<file path="src/rtl/mux_pipe_skid.sv">
// mux_pipe_skid: N:1 select mux feeding a 2-entry skid buffer with a
// valid/ready handshake on both sides.
//
// Ports:
//   clk, rst_n          clock, asynchronous active-low reset
//   in_flat             NUM_IN concatenated inputs, input k at [k*WIDTH +: WIDTH]
//   sel                 input select, sampled together with in_valid
//   in_valid, in_ready  upstream handshake (in_ready comes straight from a flop)
//   flush               synchronous flush of both buffer entries
//   out_data            data of the head entry
//   out_sel_err         head entry was captured with sel >= NUM_IN
//   out_valid, out_ready downstream handshake
module mux_pipe_skid #(
  parameter int unsigned WIDTH  = 32,
  parameter int unsigned NUM_IN = 3,
  parameter int unsigned SEL_W  = 2
) (
  input  logic                     clk,
  input  logic                     rst_n,
  input  logic [NUM_IN*WIDTH-1:0]  in_flat,
  input  logic [SEL_W-1:0]         sel,
  input  logic                     in_valid,
  output logic                     in_ready,
  input  logic                     flush,
  output logic [WIDTH-1:0]         out_data,
  output logic                     out_sel_err,
  output logic                     out_valid,
  input  logic                     out_ready
);

  localparam int unsigned LAST_IN = NUM_IN - 1;

  // Elaboration-time parameter sanity checks
  if (NUM_IN < 2 || NUM_IN > 16) begin : g_bad_num_in
    $error("mux_pipe_skid: NUM_IN=%0d outside legal range 2..16", NUM_IN);
  end
  if (SEL_W != $clog2(NUM_IN)) begin : g_bad_sel_w
    $error("mux_pipe_skid: SEL_W=%0d must equal clog2(NUM_IN)=%0d", SEL_W, $clog2(NUM_IN));
  end

  typedef struct packed {
    logic [WIDTH-1:0] data;
    logic             err;
  } entry_t;

  // EMPTY: nothing held; ONE: main entry only; TWO: main and skid entries
  typedef enum logic [1:0] {
    ST_EMPTY = 2'd0,
    ST_ONE   = 2'd1,
    ST_TWO   = 2'd2
  } state_t;

  state_t state_q, state_d;
  entry_t m_q, m_d;
  entry_t s_q, s_d;
  logic   out_valid_q, out_valid_d;
  logic   in_ready_q, in_ready_d;

  logic [WIDTH-1:0] in_arr [NUM_IN];
  logic             sel_ok_c;
  logic [SEL_W-1:0] sel_idx_c;
  entry_t           new_c;
  logic             accept_c;
  logic             pop_c;

  // Split the flat input bus into an indexable array
  for (genvar k = 0; k < NUM_IN; k++) begin : g_split
    assign in_arr[k] = in_flat[k*WIDTH +: WIDTH];
  end

  // Out-of-range selects clamp to the last input and are flagged
  always_comb begin
    sel_ok_c   = (32'(sel) < NUM_IN);
    sel_idx_c  = sel_ok_c ? sel : SEL_W'(LAST_IN);
    new_c.data = in_arr[sel_idx_c];
    new_c.err  = ~sel_ok_c;
  end

  assign accept_c = in_valid & in_ready_q;
  assign pop_c    = out_valid_q & out_ready;

  // Occupancy state register and buffer storage
  always_ff @(posedge clk or negedge rst_n) begin
    if (!rst_n) begin
      state_q     <= ST_EMPTY;
      m_q         <= '0;
      s_q         <= '0;
      out_valid_q <= 1'b0;
      in_ready_q  <= 1'b1;
    end else begin
      state_q     <= state_d;
      m_q         <= m_d;
      s_q         <= s_d;
      out_valid_q <= out_valid_d;
      in_ready_q  <= in_ready_d;
    end
  end

  // Next-state and next-output logic; flush overrides any accept or pop
  always_comb begin
    state_d = state_q;
    m_d     = m_q;
    s_d     = s_q;

    if (flush) begin
      state_d = ST_EMPTY;
    end else begin
      unique case (state_q)
        ST_EMPTY: begin
          if (accept_c) begin
            m_d     = new_c;
            state_d = ST_ONE;
          end
        end
        ST_ONE: begin
          if (pop_c) begin
            if (accept_c) m_d = new_c;
            else          state_d = ST_EMPTY;
          end else if (accept_c) begin
            s_d     = new_c;
            state_d = ST_TWO;
          end
        end
        ST_TWO: begin
          // in_ready is low here, so only a pop can change anything
          if (pop_c) begin
            m_d     = s_q;
            state_d = ST_ONE;
          end
        end
        default: state_d = ST_EMPTY;
      endcase
    end

    out_valid_d = (state_d != ST_EMPTY);
    in_ready_d  = (state_d != ST_TWO);
  end

  assign out_data    = m_q.data;
  assign out_sel_err = m_q.err;
  assign out_valid   = out_valid_q;
  assign in_ready    = in_ready_q;

endmodule
</file>
<file path="config.mk">
export PLATFORM = sky130hd
export DESIGN_NAME = mux_pipe_skid
export DESIGN_NICKNAME = d
export VERILOG_FILES = /design/src/rtl/mux_pipe_skid.sv
export SDC_FILE = /design/constraint.sdc
export NUM_CORES = 1
export LEC_CHECK = 0
export ABC_CLOCK_PERIOD_IN_PS = 2800
export BUFFER_PORTS_ARGS = -buffer_cell sky130_fd_sc_hd__buf_2
export CORE_ASPECT_RATIO = 0.9
export CORE_MARGIN = 4
export CORE_UTILIZATION = 45
export DETAILED_ROUTE_END_ITERATION = 8
export HOLD_SLACK_MARGIN = 0.12
export PLACE_DENSITY = 0.7
export SETUP_SLACK_MARGIN = 0.1
export SLEW_MARGIN = 20
export SYNTH_ARGS = -nofsm -noshare
export SYNTH_HDL_FRONTEND = slang
export SYNTH_SLANG_ARGS = --single-unit
</file>
<file path="constraint.sdc">
create_clock -name clk -period 2.8 [get_ports clk]
set_clock_uncertainty 0.1 [all_clocks]
set_input_delay 0.28 -clock clk [delete_from_list [all_inputs] [get_ports clk]]
set_output_delay 0.28 -clock clk [all_outputs]
set_load 0.005 [all_outputs]
</file>
==> impl_metrics.csv, run 1 <==
group,metric,value,unit
run_status,outcome,"finished, final reports clean",
yosys,synthAdderAreaFrac,0,%
setup_path,path_max_fanout,66,
detailed_routing,viasPerCell,5.462,
setup_path,crit_required,2.90,ns
power_and_ir_drop,clkPwrFrac,24.3,%
timing,fmaxAchievable,0.5006,GHz
power_and_ir_drop,irDropWorstVdd,0.0003289,V
yosys,synthXorXnorAreaFrac,0,%
global_route,grt_pass1_vias,3358,
cts,cts_max_level,3,
power_and_ir_drop,p_int,0.002198,W
setup_path,cp_num_buf_inv,2,
timing,fin_crit,1.998,ns
cts,clock_path_buffers,2,
cts,cts.sinks,70,
setup_path,critical_path.endpoint_type,"flop",
cts,cts_root_buffer,"clkbuf_8",
setup_path,cp_slowest_cell,"or3_4",
global_route,globalRouteOverflowTotal,0,
layout,drive_above_1_share,38.81,%
timing,setup_viol,0,
setup_path,setup.worst_path.start_class,"primary input",
power_and_ir_drop,sw_frac_of_total,31.95,%
placed_design,placed_cell_area,4619,um^2
detailed_routing,drt_iter0_markers,136,
setup_path,reg2reg_to,"out_data[25]",
floorplan,die_area,10260,um^2
yosys,synth_compound_area_share,18.29,%
yosys,synth.top_cells.by_area,"dfrtp_1, mux2_2, mux2i_1, o221ai_1, nand2_1",
layout,fin_nets,622,
global_route,grt_max_degree,70,
setup_path,cp_cell_sequence,"dlygate4sd3_1 -> buf_2 -> a21bo_2 -> or3_4 -> nand2_1 -> o21ai_1",
floorplan,die_w,106.3,um
yosys,synth_warnings,0,
timing,hold_violations,0,
yosys,netlist_area,3914,um^2
cts,ctsResizeCount,0,
detailed_routing,wirelength,10390,um
power_and_ir_drop,p_leak,2.379,nW
cts,clk_latency,0.34,ns
yosys,synth-simple-area-share,14.10,%
placed_design,globalplace.congestion,0.7633,
setup_path,timing.rr.start,"state_q[1]",
floorplan,io_pins,138,
detailed_routing,dr_total_vias,3485,
yosys,seq_area_frac_synth,44.79,%
setup_path,worstPathArrival,2.10,ns
yosys,synth_fp_nets,492,
global_route,antenna_found_initial,0,
layout,fin_area,4927,um^2
yosys,yosysUniqueCellTypes,26,
min_path,holdCritStartpoint,"in_flat[80]",
timing,fin_crit_sh,71.34,%
yosys,synth_top_area_share,44.12,%
yosys,muxShareOfSynthArea,17.68,%
power_and_ir_drop,p_switching,0.001032,W
floorplan,rows,31,
job,drv_cap,0,
min_path,hp-class,"in -> reg",
timing,rsz0062_at_grt,"false",
min_path,hold_depth,3,
setup_path,rrSetupSlack,0.87,ns
floorplan,start_util,47.37,%
floorplan,core,8262,um^2
setup_path,r2r_cells,5,
yosys,synth_commonest_cells,"dfrtp_1, nand2_1, mux2_2, nand3b_1",
power_and_ir_drop,pwr-share-seq,48.4,%
yosys,synth_top_flop_cell,"dfrtp_1",
power_and_ir_drop,pwr_density_cell,655.6,nW/um^2
setup_path,critPathKind,"in -> reg",
setup_path,critPathMaxStageDelay,0.60,ns
yosys,async_flop_share,100.0,%
yosys,synth_edf_count,0,
timing,finalSetupTns,0,ns
placed_design,hpwl,6926,um
detailed_routing,ant_nets,0,
cts,numCtsBuffers,9,
detailed_routing,avgRoutedWirePerCell,16.29,um
layout,area_growth_syn_to_layout,25.90,%
cts,cts_tree,"built",
cts,cts.clk_slew.worst_paths,0.08,ns
placed_design,port_buffers,137,
timing,slew-limit-headroom,39.42,%
timing,maxSlewViolCount,0,
global_route,gr-usage-all-layers,20.40,%
yosys,yosys.area.top_type,"dfrtp_1",
detailed_routing,drcViolationCount,0,
power_and_ir_drop,p_comb_share,27.3,%
detailed_routing,drt_pass1_iterations,6,
timing,tightest_slew,0.9087,ns
floorplan,fp.dieH,96.48,um
yosys,synth_top_family_by_area,"compound AO/OA/AOI/OAI gates",
yosys,syn_avg_cell_area,10.06,um^2
global_route,grt_pass1_wl,16700,um
yosys,syn_inst,389,
yosys,synth_seq_cells,70,
setup_path,crit_family,"simple AND/OR/NAND/NOR gates",
layout,antenna_cells,0,
min_path,hold_end,"s_q[17]",
==> cell type report <==
cell class	count	area, um^2
Fill cell	725	3334
Multi-Input combinational cell	282	1963
Sequential cell	70	1753
Timing Repair Buffer	155	875.8
Tap cell	115	143.9
Clock buffer	9	123.9
Clock inverter	6	63.81
Inverter	1	3.754
==> tightest hold or removal path, cell delays in order <==
cell and delay [ns]:
buf_2 0.10, mux2i_1 0.06, o21ai_1 0.10
==> sequential cells by signal (all words and copies together) (netlist names) <==
register and count:
out_valid 1, out_data 32, state_q 2, s_q 33, out_sel_err 1, in_ready 1
==> stage by stage <==
stage	cells	power [W]	hold slack (ns)	util (%)	worst slack, ns
CTS	638	0.003265	0.1206	59.64	0.7834
global route	638	0.003463	0.1318	59.64	0.6712
detailed placement	611	0.002455	0.3379	55.91	0.8516
floorplan	389	0.002057	-0.1156	-	1.180
global placement	611	0.002410	0.3352	55.91	0.9206
finish	638	0.003230	0.1368	59.64	0.8025
==> power by group through the flow <==
stage / sequential (W) / clock, W / combinational, W
final: 0.00156 / 0.000784 / 0.000882
after global routing: 0.00160 / 0.000850 / 0.00101
after CTS: 0.00156 / 0.000809 / 0.000894
after detailed placement: 0.00158 / 0 / 0.000878
after global placement: 0.00157 / 0 / 0.000844
after floorplan: 0.00155 / 0 / 0.000509
==> metal layers <==
| layer | vias to the layer above | share of wire (%) | wire length, um | GRT usage [%] |
|---|---|---|---|---|
| met2 | 105 | 47 | 4917 | 33.76 |
| met1 | 1670 | 45 | 4674 | 26.77 |
| li1 | 1695 | - | - | - |
| met5 | - | 0 | 0 | 0 |
| met3 | 15 | 6.3 | 654 | 5.050 |
| met4 | 0 | 1.4 | 147 | 6.149 |
==> cells in the final DEF, fill, tap and decap left out, drive strengths merged <==
master,netlist,routed
buf,23,143
nand2,69,69
dfrtp,69,69
o21ai,66,66
nand3b,33,33
mux2,33,33
mux2i,32,32
o221ai,32,32
dlygate4sd3,0,12
clkbuf,13,9
a21oi,3,3
a221o,3,3
clkinv,0,3
nor2,2,2
clkinvlp,0,2
nand2b,2,2
a221oi,1,1
a21bo,1,1
o21a,1,1
a21o,1,1
or3,1,1
nand4b,1,1
inv,1,1
nand3,1,1
bufinv,0,1
dfstp,1,1
==> cells by family after synthesis <==
group	count (synthesis)
simple gates	109
compound gates	108
flops	70
mux	65
buf+inv	37
==> worst max-delay path by stage <==
stage / slack (ns) / from / endpoint / cells after the start
after floorplan: 1.18 / in_ready / out_data[10] / 6
after global placement: 0.92 / sel[0] / out_data[20] / 4
after detailed placement: 0.85 / state_q[1] / out_data[25] / 5
after CTS: 0.78 / out_ready / out_data[25] / 7
after global routing: 0.67 / out_ready / out_data[25] / 7
final: 0.80 / out_ready / s_q[8] / 6
==> timing repair <==
action | 4_1_cts | 5_1_grt
endpoints found under the setup margin | 0 | 0
endpoints found under the hold margin | 46 | 0
hold buffers | 12 | 0
buffers inserted | 0 | 0
No activity file was read; power rests on OpenSTA's default activity.
==> run 2, diff against run 1 <==
- ABC_AREA: unset -> 1
- ABC_CLOCK_PERIOD_IN_PS: 2800 -> 1700
- PLACE_DENSITY: 0.7 -> 0.72
- clock period: 2.8 -> 1.7 ns (I/O delays scaled with it)
==> impl_metrics.csv, run 2 <==
group,metric,value,unit
timing,rsz0062_at_grt,"true",
detailed_routing,drt_iter0_markers,276,
placed_design,port_buffers,137,
timing,hold_violations,0,
setup_path,cp_cell_sequence,"a21oi_2 -> nand2_1 -> nor2_4 -> inv_6 -> nand2_1 -> nand2_1",
yosys,synth.top_cells.by_area,"dfrtp_1, nand2_1, nand3_1, inv_1, or2_2",
timing,finalSetupTns,0,ns
setup_path,path_max_fanout,34,
timing,setup_viol,0,
detailed_routing,wirelength,11950,um
floorplan,die_area,10760,um^2
detailed_routing,dr_total_vias,4309,
yosys,yosysUniqueCellTypes,21,
yosys,synth_warnings,0,
placed_design,place_inst,853,
yosys,synth_top_area_share,41.87,%
layout,largest_reg_flops,33,
job,drv_cap,0,
setup_path,crit_required,1.83,ns
yosys,syn_avg_cell_area,6.684,um^2
floorplan,core,8768,um^2
detailed_routing,avgRoutedWirePerCell,13.22,um
yosys,synth_seq_cells,70,
setup_path,critPathKind,"reg -> reg",
layout,final_util,62.59,%
layout,final_cells,904,
min_path,hp-class,"in -> async",
setup_path,critPathMaxStageDelay,0.45,ns
global_route,gr-usage-all-layers,22.79,%
layout,drive_above_1_share,26.62,%
layout,largest-register,"s_q",
floorplan,fp.dieH,98.82,um
layout,layout_common_cells,"nand2_1, buf_2, nand3_1",
setup_path,crit_family,"simple AND/OR/NAND/NOR gates",
placed_design,dp_slack,0.1603,ns
yosys,synth_fp_nets,720,
detailed_routing,drcViolationCount,0,
placed_design,hpwl,8078,um
setup_path,crit_top_cell,"nand2_1",
yosys,netlist_area,4124,um^2
timing,holdWs,0.1462,ns
power_and_ir_drop,pwr_density_cell,960.2,nW/um^2
cts,clock_path_buffers,2,
placed_design,globalplace.congestion,0.8400,
timing,setup_ws,0.1905,ns
global_route,grt_pass1_vias,4339,
setup_path,cp_num_buf_inv,1,
cts,cts_tree,"built",
cts,cts_root_buffer,"clkbuf_8",
power_and_ir_drop,irDropWorstVdd,0.0006925,V
run_status,outcome,"finished, final reports clean",
timing,slew-limit-headroom,74.78,%
global_route,grt_pass1_wl,19820,um
floorplan,io_pins,138,
yosys,yosys.area.top_type,"dfrtp_1",
cts,cts.sinks,70,
setup_path,cp_slowest_cell,"dfrtp_1",
detailed_routing,drt_pass1_iterations,6,
detailed_routing,viasPerCell,4.767,
timing,fin_crit,1.510,ns
timing,fin_crit_sh,88.80,%
floorplan,die_w,108.9,um
yosys,synth_commonest_cells,"nand2_1, nand3_1, dfrtp_1, inv_1, or2_2",
floorplan,start_util,47.03,%
setup_path,worstPathArrival,1.64,ns
yosys,syn_inst,617,
yosys,synth_top_flop_cell,"dfrtp_1",
timing,fmaxAchievable,0.6625,GHz
yosys,seq_area_frac_synth,42.51,%
timing,maxSlewViolCount,0,
cts,cts.clk_slew.worst_paths,0.08,ns
detailed_routing,ant_nets,0,
layout,area_growth_syn_to_layout,33.07,%
yosys,synth_edf_count,0,
setup_path,setup.worst_path.start_class,"flop",
cts,numCtsBuffers,9,
layout,layout_commonest_cell,"nand2_1",
global_route,globalRouteOverflowTotal,0,
yosys,async_flop_share,100.0,%
cts,cts_max_level,3,
floorplan,rows,32,
power_and_ir_drop,p_leak,3.333,nW
yosys,synth_most_common_cell,"nand2_1",
layout,fin_nets,883,
cts,clk_latency,0.34,ns
layout,antenna_cells,0,
global_route,antenna_found_initial,0,
setup_path,critical_path.endpoint_type,"flop",
global_route,grt_max_degree,67,
timing,tightest_slew,0.3783,ns
[run 2: logic make-up after synthesis]
logic type             Yosys count  share of synthesized area, %
flip-flops                      70                         42.51
AO/OA/AOI/OAI                    5                        0.7888
buffers and inverters          105                         11.32
AND/OR/NAND/NOR                437                         45.39
[run 2: worst paths after layout]
| path | startpoint | to | slack, ns | cells after the start |
|---|---|---|---|---|
| max in group asynchronous | rst_n | in_ready | 0.70 | 3 |
| setup reg to reg | state_q[1] | out_data[2] | 0.19 | 6 |
| min in group clk | out_ready | state_q[0] | 0.15 | 4 |
| setup / recovery | state_q[1] | out_data[2] | 0.19 | 6 |
| hold / removal | rst_n | out_data[13] | 0.15 | 2 |
| hold reg to reg | s_q[16] | s_q[16] | 0.37 | 2 |
[run 2: through the flow]
stage | cell area (um^2) | power (W)
3_5_place_dp | 4902 | 0.003753
5_1_grt | 5488 | 0.005654
2_1_floorplan | 4124 | 0.003161
6_report | 5488 | 0.005269
4_1_cts | 5475 | 0.005314
3_3_place_gp | 4902 | 0.003693
[run 2: area by class of cell]
type / instances / area, um^2
Clock buffer: 10 / 137.6
Clock inverter: 6 / 85.08
Fill cell: 790 / 3281
Inverter: 72 / 277.8
Multi-Input combinational cell: 442 / 1907
Sequential cell: 70 / 1753
Tap cell: 119 / 148.9
Timing Repair Buffer: 185 / 1179
[run 2: layer usage]
metal | vias to the layer above | global-route usage, % | wire length (um)
met5 | - | 0 | 0
met4 | 0 | 5.825 | 156
met3 | 14 | 5.632 | 895
met2 | 150 | 38.90 | 5970
met1 | 1955 | 28.79 | 4932
li1 | 2190 | - | -
[run 2: power by group]
part           switching, W  internal [W]  total (W)  leakage, nW
Sequential         0.000260       0.00216    0.00242        0.882
Combinational      0.000736      0.000629    0.00137         2.34
Clock              0.000621      0.000860    0.00148        0.108
Total               0.00162       0.00365    0.00527         3.33
[run 2: timing repair]
action / in CTS / in global routing
buffers inserted: 0 / 0
resized for setup: 0 / 5
hold buffers: 35 / 0
endpoints found under the hold margin: 135 / 0
setup endpoints to repair: 0 / 62
==> run 3, diff against run 2 <==
- ABC_AREA: 1 -> unset
- CTS_BUF_LIST: unset -> sky130_fd_sc_hd__clkbuf_4 sky130_fd_sc_hd__clkbuf_8 sky130_fd_sc_hd__clkbuf_16
- PLACE_DENSITY: 0.72 -> 0.73
==> impl_metrics.csv, run 3 (synthesized netlist as in run 1, its figures left out) <==
group,metric,value,unit
layout,layout_commonest_cell,"buf_2",
floorplan,core,8262,um^2
timing,rsz0062_at_grt,"true",
layout,num-fill-cells,628,
setup_path,rrSetupSlack,0.02,ns
setup_path,critPathKind,"reg -> reg",
timing,tightest_slew,0.4587,ns
setup_path,r2r_cells,5,
placed_design,dp_slack,0.0002700,ns
floorplan,io_pins,138,
min_path,holdCritStartpoint,"in_flat[0]",
layout,largest-register,"s_q",
layout,area_growth_syn_to_layout,49.07,%
cts,clk_latency,0.35,ns
job,drv_cap,0,
timing,setup_ws,0.02354,ns
global_route,grt_max_degree,71,
placed_design,port_buffers,137,
floorplan,fp.dieH,96.48,um
global_route,grt_pass1_vias,3901,
layout,drive_above_1_share,50.17,%
cts,clock_path_buffers,2,
power_and_ir_drop,p_comb_share,33.7,%
floorplan,start_util,47.37,%
detailed_routing,drt_iter0_markers,195,
power_and_ir_drop,pwr-share-seq,45.7,%
detailed_routing,drt_pass1_iterations,4,
layout,fin_nets,674,
detailed_routing,drcViolationCount,0,
min_path,hold_depth,4,
setup_path,critical_path.endpoint_type,"flop",
power_and_ir_drop,total_power,0.005811,W
power_and_ir_drop,p_switching,0.002000,W
min_path,hp-class,"in -> reg",
detailed_routing,ant_nets,0,
floorplan,die_area,10260,um^2
cts,cts_max_level,3,
cts,cts_tree,"built",
detailed_routing,viasPerCell,5.571,
timing,slew-limit-headroom,69.42,%
floorplan,rows,31,
setup_path,setup.worst_path.start_class,"flop",
setup_path,crit_required,1.84,ns
global_route,globalRouteOverflowTotal,0,
detailed_routing,wirelength,12170,um
detailed_routing,avgRoutedWirePerCell,17.58,um
setup_path,worstPathArrival,1.81,ns
global_route,gr-usage-all-layers,22.42,%
global_route,grt_pass1_wl,18260,um
placed_design,globalplace.congestion,0.7949,
floorplan,die_w,106.3,um
power_and_ir_drop,pwr_density_cell,996.0,nW/um^2
run_status,outcome,"finished, final reports clean",
timing,setup_viol,0,
power_and_ir_drop,clkPwrFrac,20.6,%
layout,layout_common_cells,"buf_2, dfrtp_1, nand2_1",
power_and_ir_drop,p_leak,2.789,nW
timing,hold_violations,0,
power_and_ir_drop,sw_frac_of_total,34.41,%
layout,largest_reg_flops,33,
timing,fmaxAchievable,0.5965,GHz
setup_path,reg2reg_to,"s_q[11]",
min_path,hold_end,"s_q[1]",
layout,fin_area,5834,um^2
cts,cts.sinks,70,
timing,fin_crit_sh,98.62,%
timing,finalSetupTns,0,ns
cts,cts_root_buffer,"clkbuf_8",
placed_design,placed_cell_area,4745,um^2
power_and_ir_drop,p_int,0.003811,W
power_and_ir_drop,irDropWorstVdd,0.0006536,V
global_route,antenna_found_initial,1,
cts,cts.clk_slew.worst_paths,0.08,ns
setup_path,path_max_fanout,32,
setup_path,timing.rr.start,"out_valid",
placed_design,hpwl,7376,um
detailed_routing,dr_total_vias,3855,
timing,maxSlewViolCount,0,
cts,numCtsBuffers,9,
timing,fin_crit,1.676,ns
==> run 3: cell count changes in the layout (fill, tap and decap cells not counted), sizes merged, moves of 33 or more <==
cell	change
nand2	-233
nand3	-97
inv	-71
o21ai	+65
mux2	+33
nand3b	+33
==> run 3: worst max-delay path, stage by stage, from the launching register on <==
cell and delay [ns]:
dfrtp_2 0.44, a21bo_2 0.22, or3_4 0.45, buf_12 0.20
nand2_1 0.07, o21ai_1 0.07
==> run 3: worst max-delay path by stage <==
stage                          from           end  slack [ns]
after CTS                  in_ready  out_data[17]        0.02
after global placement     in_ready   out_data[5]        0.09
after detailed placement   in_ready   out_data[6]      0.0003
final                     out_valid       s_q[11]        0.02
after global routing       in_ready   out_data[5]       -0.03
after floorplan            in_ready       s_q[26]        0.09
==> run 3: repair_timing <==
action | 4_1_cts | 5_1_grt
hold buffers | 35 | 0
resized for setup | 34 | 82
cloned | 3 | 5
hold endpoints to repair | 106 | 0
setup endpoints to repair | 59 | 65
pin swaps | 9 | 13
buffers inserted | 7 | 1
==> run 3: power groups by stage <==
stage                     logic (W)  clock network [W]  registers (W)
final                       0.00196            0.00120        0.00266
after global routing        0.00217            0.00129        0.00272
after CTS                   0.00167            0.00122        0.00258
after detailed placement    0.00150                  0        0.00260
after global placement      0.00143                  0        0.00257
after floorplan            0.000858                  0        0.00255
==> run 3: stage by stage <==
stage	hold slack [ns]	util (%)	std cells
2_1_floorplan	-0.2256	-	389
3_3_place_gp	0.1272	57.43	624
3_5_place_dp	0.1283	57.43	624
4_1_cts	0.1273	66.00	685
5_1_grt	0.1512	70.62	692
6_report	0.1415	70.62	692
==> run 3: metal layers <==
layer  share of wire (%)  vias to the layer above  track usage, %  routed length (um)
met2                  51                      129           39.24                6259
met5                   0                        -               0                   0
met3                 6.9                       14           5.980                 838
met1                  40                     1909           27.24                4918
met4                 1.2                        0           7.228                 149
li1                    -                     1803               -                   -
==> run 3: final cells by class <==
type	count	area, um^2	area share, %
multi-input cells	282	2195	37.62
well taps	115	143.9	2.466
clock buffers	9	123.9	2.123
repair buffers	207	1560	26.74
clock inverters	7	51.30	0.8793
flip-flops and latches	70	1754	30.07
inverters	1	3.754	0.06434
diodes	1	2.502	0.04289
